==> config.mk <==
export PLATFORM = sky130hd
export DESIGN_NAME = ccc_controller
export DESIGN_NICKNAME = d
export VERILOG_FILES = /design/src/rtl/ddr_pkg.sv /design/src/rtl/ccc_word_counter.sv /design/src/rtl/ccc_controller.sv
export SDC_FILE = /design/constraint.sdc
export NUM_CORES = 1
export LEC_CHECK = 0
export ABC_CLOCK_PERIOD_IN_PS = 2750
export BUFFER_PORTS_ARGS = -buffer_cell sky130_fd_sc_hd__buf_2
export CORE_UTILIZATION = 25
export CTS_CLUSTER_SIZE = 30
export DETAILED_ROUTE_END_ITERATION = 7
export PLACE_DENSITY_LB_ADDON = 0.1
export SYNTH_ARGS = -nofsm -noshare
export SYNTH_HDL_FRONTEND = slang
export SYNTH_HIERARCHICAL = 1
export SYNTH_SLANG_ARGS = --single-unit
==> constraint.sdc <==
create_clock -name i_sys_clk -period 2.75 [get_ports i_sys_clk]
set_clock_uncertainty 0.15 [all_clocks]
set_input_delay 0.4125 -clock i_sys_clk [delete_from_list [all_inputs] [get_ports i_sys_clk]]
set_output_delay 0.4125 -clock i_sys_clk [all_outputs]
set_load 0.05 [all_outputs]
==> src/rtl/ddr_pkg.sv <==
// Shared HDR-DDR definitions: lane mode codes, broadcast address, register-file
// window base and the CCC controller state encoding.
package ddr_pkg;

    localparam logic [2:0] TX_SPECIAL_PRE = 3'd0;
    localparam logic [2:0] TX_CMD         = 3'd1;
    localparam logic [2:0] TX_DATA_PRE    = 3'd2;
    localparam logic [2:0] TX_DATA        = 3'd3;
    localparam logic [2:0] TX_CRC         = 3'd4;
    localparam logic [2:0] TX_RESTART     = 3'd5;
    localparam logic [2:0] TX_EXIT        = 3'd6;

    localparam logic [2:0] RX_PRE  = 3'd0;
    localparam logic [2:0] RX_DATA = 3'd1;
    localparam logic [2:0] RX_CRC  = 3'd2;

    localparam logic [6:0] BCAST_ADDR    = 7'h7E;
    localparam logic [7:0] CCC_DATA_BASE = 8'h40;

    typedef enum logic [3:0] {
        S_IDLE, S_CMD_PRE, S_CMD_WORD, S_DEF_PRE, S_DEF_WORD,
        S_DIR_RESTART, S_DIR_PRE, S_DIR_WORD,
        S_WR_PRE, S_WR_DATA, S_WR_CRC,
        S_RD_PRE, S_RD_DATA, S_RD_CRC,
        S_END, S_DONE
    } ccc_state_t;

    // Bytes are packed two per DDR word; 17 bits keeps 16'hFFFF from wrapping.
    function automatic logic [16:0] word_count(input logic [15:0] len);
        return ({1'b0, len} + 17'd1) >> 1;
    endfunction

endpackage

==> src/rtl/ccc_word_counter.sv <==
// Remaining-word counter for the CCC data phase: load from a byte length,
// decrement per transferred word, flag zero and last-word.
module ccc_word_counter
    import ddr_pkg::*;
(
    input  logic        i_clk,
    input  logic        i_rst,
    input  logic        i_load,
    input  logic [15:0] i_len,
    input  logic        i_dec,
    output logic        o_zero,
    output logic        o_last
);

    logic [16:0] r_count;

    always_ff @(posedge i_clk) begin
        if (i_rst) begin
            r_count <= '0;
        end else if (i_load) begin
            r_count <= word_count(i_len);
        end else if (i_dec && (r_count != '0)) begin
            r_count <= r_count - 17'd1;
        end
    end

    assign o_zero = (r_count == 17'd0);
    assign o_last = (r_count == 17'd1);

endmodule

==> src/rtl/ccc_controller.sv <==
// HDR-DDR CCC engine: sequences command, optional defining byte, optional
// direct addressing and the data phase over the TX and RX lane engines.
module ccc_controller
    import ddr_pkg::*;
(
    input  logic        i_sys_clk,
    input  logic        i_sys_rst,
    input  logic        i_engine_en,
    input  logic        i_tx_mode_done,
    input  logic        i_rx_mode_done,
    input  logic        i_rx_error,
    input  logic        i_rx_nack,
    input  logic [7:0]  i_ccc_value,
    input  logic [7:0]  i_def_byte,
    input  logic        i_def_en,
    input  logic        i_direct,
    input  logic [6:0]  i_target_addr,
    input  logic        i_RnW,
    input  logic [15:0] i_data_len,
    input  logic        i_end_restart,
    output logic        o_tx_en,
    output logic [2:0]  o_tx_mode,
    output logic        o_rx_en,
    output logic [2:0]  o_rx_mode,
    output logic [7:0]  o_regf_addr,
    output logic        o_regf_rd_en,
    output logic        o_regf_wr_en,
    output logic        o_engine_done,
    output logic        o_error,
    output logic [3:0]  o_state
);

    // Lane handshake: o_*_en stays high for as long as a state owns that lane;
    // a single-cycle i_*_mode_done completes the state's work. A done pulse on
    // a lane that is not enabled is dropped.

    ccc_state_t r_state;
    ccc_state_t w_next_state;
    ccc_state_t w_data_state;
    ccc_state_t w_after_def;
    ccc_state_t w_after_cmd;

    logic       r_rst_q;
    logic [7:0] r_ccc_value;
    logic [7:0] r_def_byte;
    logic       r_def_en;
    logic       r_direct;
    logic [6:0] r_target_addr;
    logic       r_rnw;
    logic       r_end_restart;
    logic [7:0] r_regf_addr;
    logic       r_regf_rd_en;
    logic       r_error;

    logic w_start;
    logic w_tx_done;
    logic w_rx_done;
    logic w_rx_fault;
    logic w_rd_word;
    logic w_wr_word;
    logic w_cnt_zero;
    logic w_cnt_last;
    logic w_unused_capture;

    // A start is refused on the first edge after reset releases.
    assign w_start    = (r_state == S_IDLE) && i_engine_en && !r_rst_q;
    assign w_tx_done  = i_tx_mode_done && o_tx_en;
    assign w_rx_done  = i_rx_mode_done && o_rx_en;
    assign w_rx_fault = i_rx_error || ((r_state == S_RD_PRE) && i_rx_nack);
    assign w_rd_word  = (r_state == S_WR_DATA) && w_tx_done;
    assign w_wr_word  = (r_state == S_RD_DATA) && w_rx_done && !i_rx_error;

    assign w_data_state = w_cnt_zero ? S_END : (r_rnw ? S_RD_PRE : S_WR_PRE);
    assign w_after_def  = r_direct ? S_DIR_RESTART : w_data_state;
    assign w_after_cmd  = r_def_en ? S_DEF_PRE : w_after_def;

    ccc_word_counter u_word_counter (
        .i_clk  (i_sys_clk),
        .i_rst  (i_sys_rst),
        .i_load (w_start),
        .i_len  (i_data_len),
        .i_dec  (w_rd_word || w_wr_word),
        .o_zero (w_cnt_zero),
        .o_last (w_cnt_last)
    );

    always_ff @(posedge i_sys_clk) begin
        r_rst_q <= i_sys_rst;
        if (i_sys_rst) begin
            r_state <= S_IDLE;
        end else begin
            r_state <= w_next_state;
        end
    end

    always_comb begin
        w_next_state = r_state;
        case (r_state)
            S_IDLE:        if (w_start)   w_next_state = S_CMD_PRE;
            S_CMD_PRE:     if (w_tx_done) w_next_state = S_CMD_WORD;
            S_CMD_WORD:    if (w_tx_done) w_next_state = w_after_cmd;
            S_DEF_PRE:     if (w_tx_done) w_next_state = S_DEF_WORD;
            S_DEF_WORD:    if (w_tx_done) w_next_state = w_after_def;
            S_DIR_RESTART: if (w_tx_done) w_next_state = S_DIR_PRE;
            S_DIR_PRE:     if (w_tx_done) w_next_state = S_DIR_WORD;
            S_DIR_WORD:    if (w_tx_done) w_next_state = w_data_state;
            S_WR_PRE:      if (w_tx_done) w_next_state = S_WR_DATA;
            S_WR_DATA:     if (w_tx_done && w_cnt_last) w_next_state = S_WR_CRC;
            S_WR_CRC:      if (w_tx_done) w_next_state = S_END;
            S_RD_PRE:      if (w_rx_done) w_next_state = w_rx_fault ? S_END : S_RD_DATA;
            S_RD_DATA: begin
                if (w_rx_done) begin
                    if (i_rx_error)      w_next_state = S_END;
                    else if (w_cnt_last) w_next_state = S_RD_CRC;
                end
            end
            S_RD_CRC:      if (w_rx_done) w_next_state = S_END;
            S_END:         if (w_tx_done) w_next_state = S_DONE;
            S_DONE:        w_next_state = S_IDLE;
            default:       w_next_state = S_IDLE;
        endcase
    end

    always_comb begin
        o_tx_en   = 1'b0;
        o_tx_mode = 3'd0;
        o_rx_en   = 1'b0;
        o_rx_mode = 3'd0;
        case (r_state)
            S_CMD_PRE:     begin o_tx_en = 1'b1; o_tx_mode = TX_SPECIAL_PRE; end
            S_CMD_WORD:    begin o_tx_en = 1'b1; o_tx_mode = TX_CMD;         end
            S_DEF_PRE:     begin o_tx_en = 1'b1; o_tx_mode = TX_DATA_PRE;    end
            S_DEF_WORD:    begin o_tx_en = 1'b1; o_tx_mode = TX_DATA;        end
            S_DIR_RESTART: begin o_tx_en = 1'b1; o_tx_mode = TX_RESTART;     end
            S_DIR_PRE:     begin o_tx_en = 1'b1; o_tx_mode = TX_SPECIAL_PRE; end
            S_DIR_WORD:    begin o_tx_en = 1'b1; o_tx_mode = TX_CMD;         end
            S_WR_PRE:      begin o_tx_en = 1'b1; o_tx_mode = TX_DATA_PRE;    end
            S_WR_DATA:     begin o_tx_en = 1'b1; o_tx_mode = TX_DATA;        end
            S_WR_CRC:      begin o_tx_en = 1'b1; o_tx_mode = TX_CRC;         end
            S_RD_PRE:      begin o_rx_en = 1'b1; o_rx_mode = RX_PRE;         end
            S_RD_DATA:     begin o_rx_en = 1'b1; o_rx_mode = RX_DATA;        end
            S_RD_CRC:      begin o_rx_en = 1'b1; o_rx_mode = RX_CRC;         end
            S_END: begin
                o_tx_en   = 1'b1;
                o_tx_mode = r_end_restart ? TX_RESTART : TX_EXIT;
            end
            default: ;
        endcase
    end

    always_ff @(posedge i_sys_clk) begin
        if (i_sys_rst) begin
            r_ccc_value   <= '0;
            r_def_byte    <= '0;
            r_def_en      <= 1'b0;
            r_direct      <= 1'b0;
            r_target_addr <= '0;
            r_rnw         <= 1'b0;
            r_end_restart <= 1'b0;
            r_regf_addr   <= CCC_DATA_BASE;
            r_regf_rd_en  <= 1'b0;
            r_error       <= 1'b0;
        end else begin
            r_regf_rd_en <= 1'b0;
            if (w_start) begin
                r_ccc_value   <= i_ccc_value;
                r_def_byte    <= i_def_byte;
                r_def_en      <= i_def_en;
                r_direct      <= i_direct;
                r_target_addr <= i_target_addr;
                r_rnw         <= i_RnW;
                r_end_restart <= i_end_restart;
                r_regf_addr   <= CCC_DATA_BASE;
                r_error       <= 1'b0;
            end
            // Fetch the first write word as WR_DATA is entered, then one per
            // accepted word while more remain.
            if ((r_state == S_WR_PRE) && w_tx_done) begin
                r_regf_rd_en <= 1'b1;
            end
            if (w_rd_word) begin
                r_regf_addr  <= r_regf_addr + 8'd1;
                r_regf_rd_en <= !w_cnt_last;
            end
            if (w_wr_word) begin
                r_regf_addr <= r_regf_addr + 8'd1;
            end
            if (w_rx_done && w_rx_fault) begin
                r_error <= 1'b1;
            end
        end
    end

    // Command payload fields are held for the lane engines' view of the
    // transaction but are not driven out of this block.
    assign w_unused_capture = ^{r_ccc_value, r_def_byte, r_target_addr};

    assign o_regf_addr   = r_regf_addr;
    assign o_regf_rd_en  = r_regf_rd_en;
    assign o_regf_wr_en  = w_wr_word;
    assign o_engine_done = (r_state == S_DONE);
    assign o_error       = r_error;
    assign o_state       = r_state;

endmodule

# [Word level (Yosys, flattened, before mapping)]
# Cells that the tools add are included.
[word_totals] reg_bits=36 word_cells=113 inputBits=50
[classes] n_mux=37 eq_ne=32 n_reduce_logical=30 addsub=3
[op_table] operator="two-way mux 4 bit" count=19
[op_table] operator="one-hot mux 4 bit (16 select lines)" count=1
[op_table] operator="== test 4 bit (second input constant)" count=8
[op_table] operator="two-way mux 16 bit" count=2
[op_table] operator="!= test 2 bit (second input constant)" count=13
[op_table] operator="two-way mux 8 bit" count=3
[op_table] operator="one-hot mux 3 bit (6 select lines)" count=1
[op_table] operator="adder 16 x 1 -> 17 bit (second input constant)" count=1
[op_table] operator="== test 17 x 1 -> 1 bit (second input constant)" count=1
[op_table] operator="zero test 17 bit" count=1
[op_table] operator="nonzero test 17 bit" count=1
[op_table] operator="subtractor 17 x 1 -> 17 bit (second input constant)" count=1
[op_table] operator="== test 4 x 3 -> 1 bit (second input constant)" count=4
[op_table] operator="AND reduction 16 bit" count=1
[op_table] operator="logical AND 1 bit" count=12
[op_table] operator="OR reduction 11 bit" count=1
[op_table] operator="adder 8 x 1 -> 8 bit (second input constant)" count=1
[op_table] operator="== test 4 x 2 -> 1 bit (second input constant)" count=2
[op_table] operator="OR reduction 2 bit" count=4
[op_table] operator="two-way mux 1 bit" count=6
[op_table] operator="two-way mux 2 bit" count=3
[op_table] operator="== test 4 x 1 -> 1 bit (second input constant)" count=1
[op_table] operator="zero test 4 bit" count=1
[op_table] operator="!= test 2 x 1 -> 1 bit (second input constant)" count=2
[op_table] operator="8 further kinds" count=12

# [Longest topological paths before layout]
# Gate-level depths: netlist (run 1).
[logic_depth] word_depth=10 depth_mapped=10 ltp_nobuf=9

# [By module]
# Netlist (run 1), hierarchy kept.
[by_module_without_submodules] mod="ccc_word_counter" seq_area_each_um2=340.3 area_per_inst_um2=1410.1 cells_per_inst=179 instances=1
[by_module_without_submodules] mod="ccc_controller" seq_area_each_um2=380.4 area_per_inst_um2=1341.3 cells_per_inst=176 instances=1

# [Least setup slack after synthesis (run 1)]
# OpenSTA, ideal clock, no wires.
[synth_path] path_kind="flip-flop to flip-flop" startpoint="reg r_state[2] (netlist: o_state[2])" endpoint="reg u_word_counter.r_count[10]" required_ns=2.461 arrival_ns=2.801 stages_incl_launch_ff=11 path_slack_ns=-0.339 path_cell_list="dfxtp_1 -> buf_4 -> and4bb_1 -> o21ai_1 -> buf_2 -> inv_1 -> buf_2 -> or4b_1 -> or4_1 -> a221oi_1 -> a211oi_1"
[synth_between] elab_chain_len=9
[synth_lines] element="start, declared" line="ccc_controller.sv:37" text="ccc_state_t r_state;"
[synth_lines] element="start signal, assigned" line="ccc_controller.sv:92" text="r_state <= w_next_state;"
[synth_lines] element="== test 4 bit, on equally long branches" line="ccc_controller.sv:129, ccc_controller.sv:71"
[synth_lines] element="OR reduction 3 bit (no source line)"
[synth_lines] element="two-way mux 1 bit" line="ccc_controller.sv:129" text="case (r_state)"
[synth_lines] element="logical AND 1 bit" line="ccc_controller.sv:68" text="assign w_rx_done = i_rx_mode_done && o_rx_en;"
[synth_lines] element="logical AND 1 bit (2 in series)" line="ccc_controller.sv:71" text="assign w_wr_word = (r_state == S_RD_DATA) && w_rx_done && !i_rx_error;"
[synth_lines] element="logical OR 1 bit" line="ccc_controller.sv:82" text=".i_dec (w_rd_word || w_wr_word),"
[synth_lines] element="logical AND 1 bit" line="ccc_word_counter.sv:22" text="end else if (i_dec && (r_count != '0)) begin"
[synth_lines] element="nonzero test 2 bit (no source line)"
[synth_lines] element="end signal, assigned" line="ccc_word_counter.sv:21" text="r_count <= word_count(i_len);"
[synth_lines] element="end signal, assigned" line="ccc_word_counter.sv:23" text="r_count <= r_count - 17'd1;"
[synth_lines] element="end, declared" line="ccc_word_counter.sv:15" text="logic [16:0] r_count;"
# Parallel ways exist; a longest one is shown, timed or not.
# A chain may end at the register's enable or synchronous reset.

# [Worst setup path in the final report (run 1)]
[layout_path] startpoint="reg r_state[1] (netlist: o_state[1])" endpoint="out o_tx_mode[0]"
[layout_between] elab_chain_len=3
[layout_lines] element="== test 4 bit (tied with other cells)" line="ccc_controller.sv:129"
[layout_lines] element="OR reduction 2 bit (no source line)"
[layout_lines] element="one-hot mux 3 bit (6 select lines) (*)" line="ccc_controller.sv:129"
[layout_lines] element="end, declared" line="ccc_controller.sv:22" text="output logic [2:0] o_tx_mode,"
# Every way passes the cells marked *; elsewhere a longest branch is shown, timed or not.

==> impl_results.md, run 1 <==
- Status: complete, no violations
- Cells after Synth: 355
- Core footprint: 0.0105 mm^2
- Ratio of cells with drive above 1 in the final layout: 23.9%
- Drt first pass iters: 4
- Hold path depth: 3
- Final setup margin: 287 ps
- First-pass GRT wire length: 13.6 mm
- Post-CTS Hold Buffers: 0
- Highest cell delay on the worst timing path: 380 ps
- DR iter-0 viols: 137
- Initial Util: a little over a quarter
- Ys flop type: dfxtp_1
- PD cells: 836 mW/mm^2
- CTS tree: yes
- Pin count of the biggest net entering global routing: 34
- Worst-path clk slew: 70 ps
- Syn nets: 409
- Ys async rst share: 0%
- Max Fclk: 406 MHz
- CP required: 2190 ps
- Gr usage total: between 10% and 20%
- Worst r2r src: u_word_counter/r_count[15]
- Die Width: 107 um
- Vias: 2898
- IO buf count: between 40 and 50
- Slew Limit Fails: 0
- Synth Area in Compound Gates: 27.8%
- Crit-path slowest cell: dfxtp_1
- Post-DRT Antenna Nets: 0
- Post-route minimum period: 2460 ps
- Post-Synth Simple-Gate Area: 33.8%
- YS warnings: 6
- Delay-heaviest family, CP: buffers and inverters
- Comb pwr share: 60.6%
- Post-Synth XOR/XNOR Area: 3.18%
- Final Hold Viols: 0
- CP max FO: 14
- Critical path startpoint category: register
- CP Buf/Inv Count: 3
- Leakage: 1.27 nW
- Adder-cell share of the synthesized area: 1.82%
- DP Cell Count: ~540
- Layout Cells excl Fill: between 500 and 600
- CP most frequent cell: buf_4
- R2r setup slk: 350 ps
- Die area: 0.0114 mm^2
- Mux share of post-synthesis cell area: 0.773%
- Final setup vio count: 0
- Die height: 107 um
- Sw Pwr: 0.00134 W
- Fin nets: 464
- Rows: 37
- Mapped Area: 0.00275 mm^2
- Slew @ Worst Pin: approximately 700 ps
- Relative slew slack: a little over half
- Htree depth: 2
- Sw frac: around half
- Vias in the first global route: 2655
- Place WS: 133 ps
- CP endpoint kind: output port
- Gr ovfl total: 0
- MaxCap Viol Count: 0
- Post-synth EDFFs: 0
- RSZ-0062 raised after global routing: no
- Design internal power: approximately 0.0014 W
- CTS Buf Count: 5
- Fill cells: 1161
- Worst Hold Launch: i_def_en
- Worst skew pair latency: 290 ps
- Flops & latches, synth: 36
- Maximum vdd ir drop: 0.450 mV
- Post-CTS setup buffers: 0
- # DRC: 0
- Post-Route WL: 8.27 mm
- Area growth from synthesis to layout: 20.1%
- Hold Crit Class: in2reg
- Worst path cell trace: buf_4 -> buf_4 -> nor2b_1 -> xnor2_1 -> nor2_1 -> a21oi_2 -> buf_2
- CTS sink cnt: 36
- Final worst path period share: about nine tenths
- Sequential power share: between 20% and 30%
- Synth cell types: a little over 70
- Io pins: 74
- Maximum clock path buffer count: 2
- FF-to-FF End: o_state[2]
- Vias per inst: 5.31
- Critical path arrival: 1900 ps
- Post_cts resized: 0
- Crit path kind: reg2out
- Clock power frac: 13.2%
- End of the worst hold path: r_def_en
- HPWL after DPL: 6.20 mm
- Number of inserted diodes: 0
- Initial antenna violation count: 0
- Post-synthesis sequential area ratio: 26.2%
- Gp weighted congestion: 0.764
- Drt wl/cell: between 15 and 20 um
- Largest family of logic cells by synthesized area: simple AND/OR/NAND/NOR gates
- Avg Cell Area, Syn: about 7.8 um^2
- CTS Root Cell: clkbuf_8
- R2r worst-path depth: 9
==> cells by family (layout without fill, tap and decap cells) <==
logic type | count (synthesis) | count (layout)
xor+xnor | 10 | 10
simple gates | 160 | 160
fa+ha+maj | 4 | 4
other cells | 1 | 1
flops | 36 | 36
buf+inv | 37 | 92
mux | 2 | 2
compound gates | 105 | 105
==> cell usage after synthesis (7+ instances only) <==
cell type | instances | area, um^2
nand3_1 | 17 | 85.1
clkbuf_1 | 7 | 26.3
nor2b_1 | 12 | 75.1
nor2_1 | 32 | 120
buf_2 | 7 | 35.0
xnor2_1 | 8 | 70.1
nand4_1 | 7 | 43.8
nand2_1 | 22 | 82.6
dfxtp_1 | 36 | 721
nor4_1 | 9 | 56.3
nor3_1 | 10 | 50.1
o21ai_0 | 10 | 50.1
inv_1 | 16 | 60.1
a311oi_1 | 7 | 61.3
and3_1 | 7 | 43.8
a21oi_1 | 28 | 140
==> tightest hold or removal path, stage by stage <==
cell and delay, ps:
buf_2 100, nand2_1 50, a21oi_1 50
==> placed cells by master, fill, tap and decap left out, types with 6 or more instances in the layout <==
cell type  Yosys  routed
nand2_1       22      22
nor2b_1       12      12
a31oi_1        6       6
xnor2_1        8       8
a211oi_1       6       6
nor2_1        32      32
nor3_1        10      10
nor4_1         9       9
o21ai_1        6       6
a21oi_1       28      27
o21ai_0       10      10
nand3_1       17      17
buf_2          7      49
and3_1         7       7
dfxtp_1       36      33
nand4_1        7       7
inv_1         16      16
and4_1         6       6
a311oi_1       7       7
buf_4          3      19
==> layer usage <==
metal  wire length, um  vias to the layer above  track usage, %  share of wire (%)
li1                  -                     1459               -                  -
met1              4060                     1370            19.9                 49
met2              3840                       57            24.8                 46
met3               267                       12            2.13                3.2
met4               101                        0            3.91                1.2
met5                 0                        -               0                  0
==> flip-flops by register name (all words and copies together), names as in the netlist <==
| register | cells |
|---|---|
| u_word_counter/r_count | 17 |
| r_rnw | 1 |
| o_regf_addr | 8 |
| o_error | 1 |
| o_state | 4 |
| r_end_restart | 1 |
| r_rst_q | 1 |
| r_direct | 1 |
| o_regf_rd_en | 1 |
| r_def_en | 1 |
==> area by class of cell <==
class / count / area, um^2 / area share (%)
inverters: 16 / 60.1 / 1.82
repair buffers: 69 / 408 / 12.3
clock inverters: 1 / 5.00 / 0.152
flip-flops and latches: 36 / 727 / 22.0
multi-input cells: 282 / 1860 / 56.3
clock buffers: 6 / 72.6 / 2.20
well taps: 136 / 170 / 5.15
==> worst max-delay path by stage <==
stage	start	to	slack (ps)	cells after the start
floorplan	o_state[2]	u_word_counter/r_count[10]	-50	10
global placement	i_rx_error	u_word_counter/r_count[10]	150	8
detailed placement	i_rx_error	u_word_counter/r_count[10]	130	8
CTS	o_state[1]	o_tx_mode[0]	260	7
global route	o_state[0]	u_word_counter/r_count[11]	120	7
finish	o_state[1]	o_tx_mode[0]	290	7
==> power by group through the flow <==
stage	Combinational [W]	Clock (W)	Sequential (W)
after detailed placement	0.00168	0	0.000734
after CTS	0.00168	0.000387	0.000721
after global routing	0.00184	0.000405	0.000737
final	0.00167	0.000365	0.000723
after floorplan	0.00116	0	0.000794
after global placement	0.00168	0	0.000734
==> per-stage QoR <==
stage                     TNS (ps)  util (%)  cell area [um^2]  total power (W)  hold WS, ps
final                            0      31.4              3300          0.00276          216
after global routing             0      31.4              3300          0.00299          222
after CTS                        0      31.4              3300          0.00279          209
after detailed placement         0      30.7              3230          0.00241          306
after global placement           0      30.7              3230          0.00241          300
after floorplan              -53.6         -              2760          0.00195          285
No activity file was read; power rests on OpenSTA's default activity.
==> inputs of run 2 (changes only) <==
==> constraint.sdc (replaced) <==
create_clock -name i_sys_clk -period 2.75 [get_ports i_sys_clk]
set_clock_uncertainty 0.15 [all_clocks]
set_input_delay 0.275 -clock i_sys_clk [delete_from_list [all_inputs] [get_ports i_sys_clk]]
set_output_delay 0.275 -clock i_sys_clk [all_outputs]
set_load 0.05 [all_outputs]
==> run 2 against run 1 <==
  * First-iteration DRC count shrank 3.6%
  * Fmax shrank 2.8%
  * Setup slack lost 72 ps
  * Via count shrank 3.1%
  * Count of clock-buffer cells in the layout grew 1
  * Largest power group unchanged
==> impl_results.md, run 2 (synthesis results as in run 1) <==
- Ratio of cells with drive above 1 in the final layout: a little under a quarter
- Slew @ Worst Pin: 720 ps
- Pin count of the biggest net entering global routing: 34
- R2r setup slk: approximately 210 ps
- Vias: ~2800
- Post-CTS setup buffers: 0
- Number of inserted diodes: 0
- M3 GR Usage: between 1.5 and 2%
- Area growth from synthesis to layout: 18.9%
- Hold path depth: 3
- Most frequent cells in the layout: buf_2, dfxtp_1, nor2_1, a21oi_1, nand2_1
- CTS Buf Count: 5
- Max FFs per register: 17
- Place WS: around 220 ps
- CTS Root Cell: clkbuf_8
- Gr ovfl total: 0
- Die Width: 107 um
- HPWL after DPL: 6.19 mm
- Worst-path clk slew: 80 ps
- Area occupied by multi-input gates: 0.00186 mm^2
- Leakage: 1.24 nW
- End of the worst hold path: r_end_restart
- Post-CTS Hold Buffers: 0
- CP required: between 2000 and 3000 ps
- # DRC: 0
- Fill cells: 1161
- Initial Util: 26.2%
- MaxCap Viol Count: 0
- Tot Pwr: about 0.0027 W
- Die area: 0.0114 mm^2
- Worst Hold Launch: i_end_restart
- Final setup vio count: 0
- Grt peak-use layer: met2
- DR iter-0 viols: about 130
- Biggest register: u_word_counter/r_count
- Final setup margin: roughly 210 ps
- Core footprint: 0.0105 mm^2
- Critical path startpoint category: register
- Maximum vdd ir drop: ~0.25 mV
- Die height: 107 um
- Vias in the first global route: about 2600
- CP endpoint kind: register
- FF+latch area: 727 um^2
- Max Fclk: 394 MHz
- Gp weighted congestion: 0.744
- GRT met1 Usage: 20.1%
- R2r worst-path depth: 8
- Gr usage total: 14.9%
- Crit-path slowest cell: nor2_1
- Setup tns final: 0 ps
- Fin nets: 458
- Worst path cell trace: nor4_2 -> nand4_1 -> nor2_1 -> nor3_1 -> o211a_1 -> a211oi_4 -> a311oi_1 -> a41o_1
- IO buf count: just under 50
- FF-to-FF End: o_state[2]
- Worst r2r src: u_word_counter/r_count[15]
- Layout Cells excl Fill: 541
- Drt first pass iters: 4
- Most common cell after layout, fill and taps aside: buf_2
- CP max FO: 5
- Relative slew slack: 52.0%
- CTS tree: yes
- Slew Limit Fails: 0
- Io pins: 74
- DP Cell Count: 533
- Post-DRT Antenna Nets: 0
- RSZ-0062 raised after global routing: no
- First-pass GRT wire length: 13.5 mm
- Crit path kind: reg2reg
- Highest cell delay on the worst timing path: 380 ps
- Post-route minimum period: approximately 2500 ps
- PD cells: between 800 and 900 mW/mm^2
- Drt wl/cell: 15.2 um
- Met2 GRT Util: 24.2%
- Post-Layout Inst Area: about 0.0033 mm^2
- Post-Route WL: 8.23 mm
- Status: complete, no violations
- CTS sink cnt: 36
- Hold Crit Class: in2reg
- Vias per inst: 5.19
- Final Hold Viols: 0
- Maximum clock path buffer count: 2
- Rows: 37
- Htree depth: 2
- Final worst path period share: between 90% and 100%
- Post_cts resized: 0
- Placed cell areas: around 0.0032 mm^2
- Worst skew pair latency: 290 ps
- Initial antenna violation count: 0
- Critical path arrival: 2560 ps
==> run 2: cell types whose count changed in the layout (fill, tap and decap cells not counted), sizes merged <==
cell,before,now
clkinvlp,0,1
buf,69,63
clkinv,1,0
clkbuf,6,7
==> run 2: layout make-up <==
type	count	share of cell area (%)
Timing Repair Buffer	63	11.1
Multi-Input combinational cell	282	56.8
Tap cell	136	5.20
Clock inverter	1	0.230
Clock buffer	7	2.64
Inverter	16	1.84
Sequential cell	36	22.2
==> run 2: how the worst max path moves through the flow <==
| stage | start | endpoint | slack (ps) | depth (start not counted) |
|---|---|---|---|---|
| 4_1_cts | u_word_counter/r_count[15] | o_state[2] | 200 | 8 |
| 5_1_grt | u_word_counter/r_count[15] | o_state[2] | 40 | 8 |
| 3_3_place_gp | u_word_counter/r_count[15] | o_state[2] | 260 | 8 |
| 3_5_place_dp | u_word_counter/r_count[15] | o_state[2] | 220 | 8 |
| 6_report | u_word_counter/r_count[15] | o_state[2] | 210 | 8 |
| 2_1_floorplan | o_state[2] | u_word_counter/r_count[10] | 30 | 10 |
==> run 2: layer usage <==
metal	up-vias	share of wire, %
met4	0	1.6
met5	-	0
met1	1311	50
li1	1443	-
met3	9	2.7
met2	45	46
==> run 2: report_power, final <==
group	switching [W]	internal [W]	total [W]
Combinational	0.00100	0.000597	0.00160
Clock	0.000196	0.000204	0.000400
Sequential	0.000126	0.000613	0.000739
==> run 2: worst max-delay path: cells and delay by family (launching register included) <==
family	cells	cell delay, ps
simple gates	4	1010
compound gates	4	920
flops	1	350
==> run 2: stage by stage <==
stage	hold WS, ps	util [%]
after detailed placement	320	30.2
after global placement	303	30.2
final	77.5	31.1
after CTS	62.4	31.1
after global routing	79.2	31.1
after floorplan	153	-
